$ cat config.mk
export PLATFORM = sky130hd
export DESIGN_NAME = alu_seq
export DESIGN_NICKNAME = d
export VERILOG_FILES = /design/src/rtl/alu_seq_pkg.sv /design/src/rtl/alu_seq_mul.sv /design/src/rtl/alu_seq.sv
export SDC_FILE = /design/constraint.sdc
export NUM_CORES = 1
export LEC_CHECK = 0
export ABC_AREA = 1
export CAP_MARGIN = 10
export CORE_AREA = 2 2 203 205
export DETAILED_ROUTE_END_ITERATION = 12
export DIE_AREA = 0 0 205 207
export SYNTH_ARGS = -nofsm -noshare
export SYNTH_HDL_FRONTEND = slang
export SYNTH_SLANG_ARGS = --single-unit
$ cat constraint.sdc
create_clock -name clk -period 3.94 [get_ports clk]
set_input_delay 0.985 -clock clk [delete_from_list [all_inputs] [get_ports clk]]
set_output_delay 0.985 -clock clk [all_outputs]
set_load 0.01 [all_outputs]
$ cat src/rtl/alu_seq_pkg.sv
// Shared encodings for the sequential ALU: op select, FSM states and NZCV bus layout.
package alu_seq_pkg;

   localparam logic [2:0] FN_ADD = 3'b000;
   localparam logic [2:0] FN_SUB = 3'b001;
   localparam logic [2:0] FN_AND = 3'b010;
   localparam logic [2:0] FN_ORR = 3'b011;
   localparam logic [2:0] FN_EOR = 3'b100;
   localparam logic [2:0] FN_LSL = 3'b101;
   localparam logic [2:0] FN_LSR = 3'b110;
   localparam logic [2:0] FN_MUL = 3'b111;

   typedef enum logic {
      ST_IDLE = 1'b0,
      ST_MUL  = 1'b1
   } state_t;

   // NZCV bus is packed {N,Z,C,V}, MSB first
   localparam int unsigned NZCV_W = 4;
   localparam int unsigned FLAG_N = 3;
   localparam int unsigned FLAG_Z = 2;
   localparam int unsigned FLAG_C = 1;
   localparam int unsigned FLAG_V = 0;

endpackage

$ cat src/rtl/alu_seq_mul.sv
// Iterative shift-add multiplier: one multiplier bit per cycle, WIDTH cycles per product.
module alu_seq_mul #(
   parameter int unsigned WIDTH = 32,
   parameter int unsigned SHW   = $clog2(WIDTH)
) (
   input  logic             clk,
   input  logic             rst,
   input  logic             go,
   input  logic [WIDTH-1:0] a,
   input  logic [WIDTH-1:0] b,
   output logic             busy,
   output logic             last,
   output logic [WIDTH-1:0] product
);

   logic [WIDTH-1:0] acc;
   logic [WIDTH-1:0] mcand;
   logic [WIDTH-1:0] mplier;
   logic [WIDTH-1:0] addend;
   logic [SHW-1:0]   cnt;

   // product is the accumulator after the current iteration, so the caller can
   // capture the finished value on the same edge that retires the last bit
   assign addend  = mplier[0] ? mcand : '0;
   assign product = acc + addend;
   assign last    = busy && (cnt == SHW'(WIDTH - 1));

   always_ff @(posedge clk) begin
      if (rst) begin
         busy   <= 1'b0;
         cnt    <= '0;
         acc    <= '0;
         mcand  <= '0;
         mplier <= '0;
      end else if (go) begin
         busy   <= 1'b1;
         cnt    <= '0;
         acc    <= '0;
         mcand  <= a;
         mplier <= b;
      end else if (busy) begin
         acc    <= product;
         mcand  <= mcand << 1;
         mplier <= mplier >> 1;
         cnt    <= cnt + SHW'(1);
         if (last) begin
            busy <= 1'b0;
         end
      end
   end

endmodule

$ cat src/rtl/alu_seq.sv
// Registered ALU with NZCV flags; single-cycle logic/arith/shift ops plus an iterative MUL.
module alu_seq #(
   parameter int unsigned WIDTH = 32,
   parameter int unsigned SHW   = $clog2(WIDTH)
) (
   input  logic             clk,
   input  logic             rst,
   input  logic             start,
   input  logic [2:0]       func,
   input  logic [WIDTH-1:0] a,
   input  logic [WIDTH-1:0] b,
   output logic             ready,
   output logic             done,
   output logic [WIDTH-1:0] result,
   output logic             n_flag,
   output logic             z_flag,
   output logic             c_flag,
   output logic             v_flag
);

   import alu_seq_pkg::*;

   state_t              state_q, state_d;
   logic                ready_q, ready_d;
   logic                done_q, done_d;
   logic [WIDTH-1:0]    result_q, result_d;
   logic [NZCV_W-1:0]   flags_q, flags_d;

   logic                mul_go;
   logic                mul_busy;
   logic                mul_last;
   logic [WIDTH-1:0]    mul_product;

   logic [SHW-1:0]      sh;
   logic [WIDTH:0]      sum;
   logic [WIDTH:0]      diff;
   logic [WIDTH:0]      lsl_ext;
   logic [WIDTH:0]      lsr_ext;
   logic [WIDTH-1:0]    op_res;
   logic                op_c;
   logic                op_v;

   alu_seq_mul #(
      .WIDTH (WIDTH),
      .SHW   (SHW)
   ) u_mul (
      .clk     (clk),
      .rst     (rst),
      .go      (mul_go),
      .a       (a),
      .b       (b),
      .busy    (mul_busy),
      .last    (mul_last),
      .product (mul_product)
   );

   assign sh = b[SHW-1:0];

   // Single-cycle datapath; shifts carry one guard bit so the last bit out lands there
   always_comb begin
      sum     = {1'b0, a} + {1'b0, b};
      diff    = {1'b0, a} - {1'b0, b};
      lsl_ext = {1'b0, a} << sh;
      lsr_ext = {a, 1'b0} >> sh;
      op_res  = '0;
      op_c    = 1'b0;
      op_v    = 1'b0;
      case (func)
         FN_ADD: begin
            op_res = sum[WIDTH-1:0];
            op_c   = sum[WIDTH];
            op_v   = (a[WIDTH-1] == b[WIDTH-1]) && (sum[WIDTH-1] != a[WIDTH-1]);
         end
         FN_SUB: begin
            op_res = diff[WIDTH-1:0];
            op_c   = ~diff[WIDTH];
            op_v   = (a[WIDTH-1] != b[WIDTH-1]) && (diff[WIDTH-1] != a[WIDTH-1]);
         end
         FN_AND: op_res = a & b;
         FN_ORR: op_res = a | b;
         FN_EOR: op_res = a ^ b;
         FN_LSL: begin
            op_res = lsl_ext[WIDTH-1:0];
            op_c   = lsl_ext[WIDTH];
         end
         FN_LSR: begin
            op_res = lsr_ext[WIDTH:1];
            op_c   = lsr_ext[0];
         end
         default: begin
            op_res = '0;
         end
      endcase
   end

   // Handshake FSM and output-register next values
   always_comb begin
      state_d  = state_q;
      ready_d  = ready_q;
      done_d   = 1'b0;
      result_d = result_q;
      flags_d  = flags_q;
      mul_go   = 1'b0;
      case (state_q)
         ST_IDLE: begin
            if (start && ready_q) begin
               if (func == FN_MUL) begin
                  mul_go  = 1'b1;
                  state_d = ST_MUL;
                  ready_d = 1'b0;
               end else begin
                  result_d = op_res;
                  flags_d  = {op_res[WIDTH-1], (op_res == '0), op_c, op_v};
                  done_d   = 1'b1;
               end
            end
         end
         ST_MUL: begin
            if (mul_last) begin
               result_d = mul_product;
               flags_d  = {mul_product[WIDTH-1], (mul_product == '0), 2'b00};
               done_d   = 1'b1;
               state_d  = ST_IDLE;
               ready_d  = 1'b1;
            end else if (!mul_busy) begin
               state_d = ST_IDLE;
               ready_d = 1'b1;
            end
         end
         default: begin
            state_d = ST_IDLE;
            ready_d = 1'b1;
         end
      endcase
   end

   always_ff @(posedge clk) begin
      if (rst) begin
         state_q  <= ST_IDLE;
         ready_q  <= 1'b1;
         done_q   <= 1'b0;
         result_q <= '0;
         flags_q  <= '0;
      end else begin
         state_q  <= state_d;
         ready_q  <= ready_d;
         done_q   <= done_d;
         result_q <= result_d;
         flags_q  <= flags_d;
      end
   end

   // done is masked by rst so a pulse never overlaps a reset cycle
   assign ready  = ready_q;
   assign done   = done_q & ~rst;
   assign result = result_q;
   assign n_flag = flags_q[FLAG_N];
   assign z_flag = flags_q[FLAG_Z];
   assign c_flag = flags_q[FLAG_C];
   assign v_flag = flags_q[FLAG_V];

endmodule
==> results.md <==
- H-tree depth: 4
- Logic pwr share: 43.7%
- Int Pwr: 0.003267 W
- CTS sink cnt: 140
- Fin crit period: 3.825 ns
- Post-synthesis register bit count: 140
- Seq pwr share: 27.9%
- Syn Nets: 3514
- Largest net degree at the start of global routing: 69
- Slew @ Worst Pin: 0.7752 ns
- Hold Path Depth: 2
- # nets final: 3861
- Slowest CP cell: clkdlybuf4s50_1
- R2R cell count: 22
- Die width: approximately 200 um
- Design Power: 0.005460 W
- Input/output buffers: ~110
- Initial antenna violation count: 1
- First-pass GRT wire length: between 100000 and 150000 um
- Gr usage total: 41.16%
- DR iter-0 viols: 2700
- Area of the core: between 40000 and 50000 sq um
- Mapped cell area: 17910 sq um
- Post-CTS Hold Buffers: 0
- Max-cap violations: 0
- Crit path cell chain: clkdlybuf4s50_1, inv_1, ha_1, buf_4, nand2_1, buf_4, nor2_1, nand2_1, nor2_1, nand2_1, nand2_1, nand2_1, nand3_1, nand3_1, nor2_1, nand2_1, nor2_1, nand2_1, nor2_1, nor2_1, nor2_1
- Worst-case clock buffer depth: 2
- Number of enable flip-flop cells after synthesis: 0
- Mean Syn Cell Area: 5.424 sq um
- Antenna violation net count after detailed routing: 0
- Final Hold Viols: 0
- Asr flop ratio synth: 0%
- Placed Instances: approximately 4200
- Routed vias/inst: ~5.7
- I/O Pins: 108
- CP endpoint kind: flop
- Vias in the first global route: roughly 23000
- WP data required: between 4 and 5 ns
- PnR worst setup slack: 0.1154 ns
- CTS root buffer: clkbuf_16
- CTS buffer count: 17
- Die area: 42440 sq um
- Leakage Power: 11.87 nW
- Worst-path clk slew: ~0.060 ns
- DRC viols: 0
- Crit path launch type: primary input
- Avg WL per Cell: 21.26 um
- Diodes inserted: 0
- Yosys warns: 0
- Worst clock skew: 0.01269 ns
- Final WL: 89130 um
- Total grt overflow: 0
- Clk pwr share: 28.4%
- Yosys cell types: 44
- Starting Density: 44.36%
- Final setup viols: 0
- Area Overhead vs Synth: 25.46%
- Cell count after synthesis: 3302
- DP Wirelength: 73250 um
- Sw Ratio: 40.16%
- Total number of vias: 23970
- Crit Path Class: in -> reg
- Top_reg_cell synth: dfxtp_1
- Pwr/cell area: 243.0 nW/um^2
- Max Slew Vio Count: 0
- TritonCTS clock tree: built
- Worst Path Max Fanout: 5
- Outcome: complete, no violations
- Switching power: 0.002192 W
- Max-slew headroom: 48.32%
- Unrepaired setup endpoints after global routing: false
- Layout cells sized above 1: 12.29%
- Hold Crit Class: reg -> reg
- Worst IR Drop VDD: 0.0003192 V
- Die Y: between 200 and 250 um
- Site Rows: 74
- Post-Layout Cell Count: 4193
- Setup WS pre-CTS: -0.2595 ns
- Period utilisation layout: 97.07%
- Sequential area share after synthesis: between 10% and 20%
- Gpl congestion: 1.106
- Worst-skew pair later-pin latency: 0.44 ns
- Post-CTS setup buffer count: 0
- Setup TNS: 0 ns
- DR pass1 iterations: 7
- Fmax: roughly 260 MHz
- CP arrival: 4.20 ns
- CP peak stage delay: ~0.57 ns
==> stage by stage <==
stage / hold slack [ns] / util (%) / instance area [sq um]
global route: 0.4704 / 55.66 / 22470
floorplan: 0.4411 / - / 17910
finish: 0.4636 / 55.66 / 22470
detailed placement: 0.4493 / 54.23 / 21890
global placement: 0.4426 / 54.23 / 21890
CTS: 0.4639 / 55.62 / 22450
==> critical path: cells and delay by family <==
kind	cells	cell delay, ns
AND/OR/NAND/NOR	16	1.77
buffers and inverters	4	1.02
adder cells (fa/ha/maj)	1	0.42
==> cell usage after synthesis, types with 9 or more instances <==
library cell     n  area, sq um
buf_2           52        260.3
o22ai_1         22        137.6
nand4_1         38        237.7
clkbuf_1        68        255.2
o21ai_0        108        540.5
and2_1          14        87.58
o21bai_1         9        67.56
inv_2           14        52.55
nand3b_1        10        75.07
ha_1           139         1739
nor3_1          25        125.1
dfxtp_1        140         2803
nor2_1         269         1010
o211ai_1        42        315.3
inv_1          453         1700
buf_1           19        71.32
nand2_1       1064         3994
nand3_1        546         2733
a31oi_1         65        406.6
a21oi_1        122        610.6
==> layout by cell type (no fill, tap or decap), drive strengths merged, types with 19 or more instances in the layout <==
cell type      count
o211ai            42
a21oi            122
clkdlybuf4s50    102
dfxtp            140
buf              376
a31oi             65
o22ai             22
nor3              25
nand2           1072
nor2             273
o21ai            113
ha               139
nand4             38
clkbuf            19
nand3            550
inv              470
==> metal layers <==
layer  vias up  wire [um]  global-route usage [%]
met5         -         11                       0
met4         2       5711                   22.30
met3       292       8215                   7.756
met2      1342      40470                   68.13
met1     10955      34720                   50.09
li1      11379          -                       -
==> flip-flops by register name, indices dropped and copies added (netlist names) <==
name	count
ready	1
u_mul.busy	1
u_mul.cnt	5
u_mul.mcand	32
state_q	1
flags_q	3
done_q	1
u_mul.acc	32
u_mul.mplier	32
result	32
==> repair_timing <==
| action | 4_1_cts | 5_1_grt |
|---|---|---|
| endpoints found under the hold margin | 0 | 0 |
| gates resized for setup | 0 | 4 |
| setup endpoints to repair | 0 | 2 |
==> kinds of logic (layout without fill, tap and decap cells) <==
logic type / after synthesis / count (layout) / synth area share, %
AOI/OAI and AO/OA: 399 / 399 / 13.00
xor gates and xnor gates: 10 / 10 / 0.4891
adders and majority gates: 142 / 142 / 10.05
buffers and inverters: 618 / 977 / 13.64
DFF: 140 / 140 / 15.65
and+or+nand+nor: 1993 / 1993 / 47.17
==> final cells by class <==
class                           count  area [sq um]
Inverter                          467          1753
Tap cell                          532         665.6
Timing Repair Buffer              479          3984
Clock inverter                     12         116.4
Multi-Input combinational cell   2544         12700
Clock buffer                       19         442.9
Fill cell                        4311         17900
Sequential cell                   140          2808
==> worst paths after layout <==
kind,start,to,slack [ns]
setup / recovery,b[14],flags_q[2],0.12
hold / removal,u_mul.mplier[31],u_mul.mplier[31],0.46
setup reg to reg,u_mul.mplier[0],flags_q[2],0.45
hold reg to reg,u_mul.mplier[31],u_mul.mplier[31],0.46
==> power groups by stage <==
stage	clock (W)	sequential, W	combinational (W)
after CTS	0.00156	0.00152	0.00231
after global placement	0	0.00155	0.00228
after floorplan	0	0.00154	0.00114
final	0.00155	0.00152	0.00239
after global routing	0.00161	0.00153	0.00255
after detailed placement	0	0.00155	0.00229
Power figures use the tool's default switching activity.
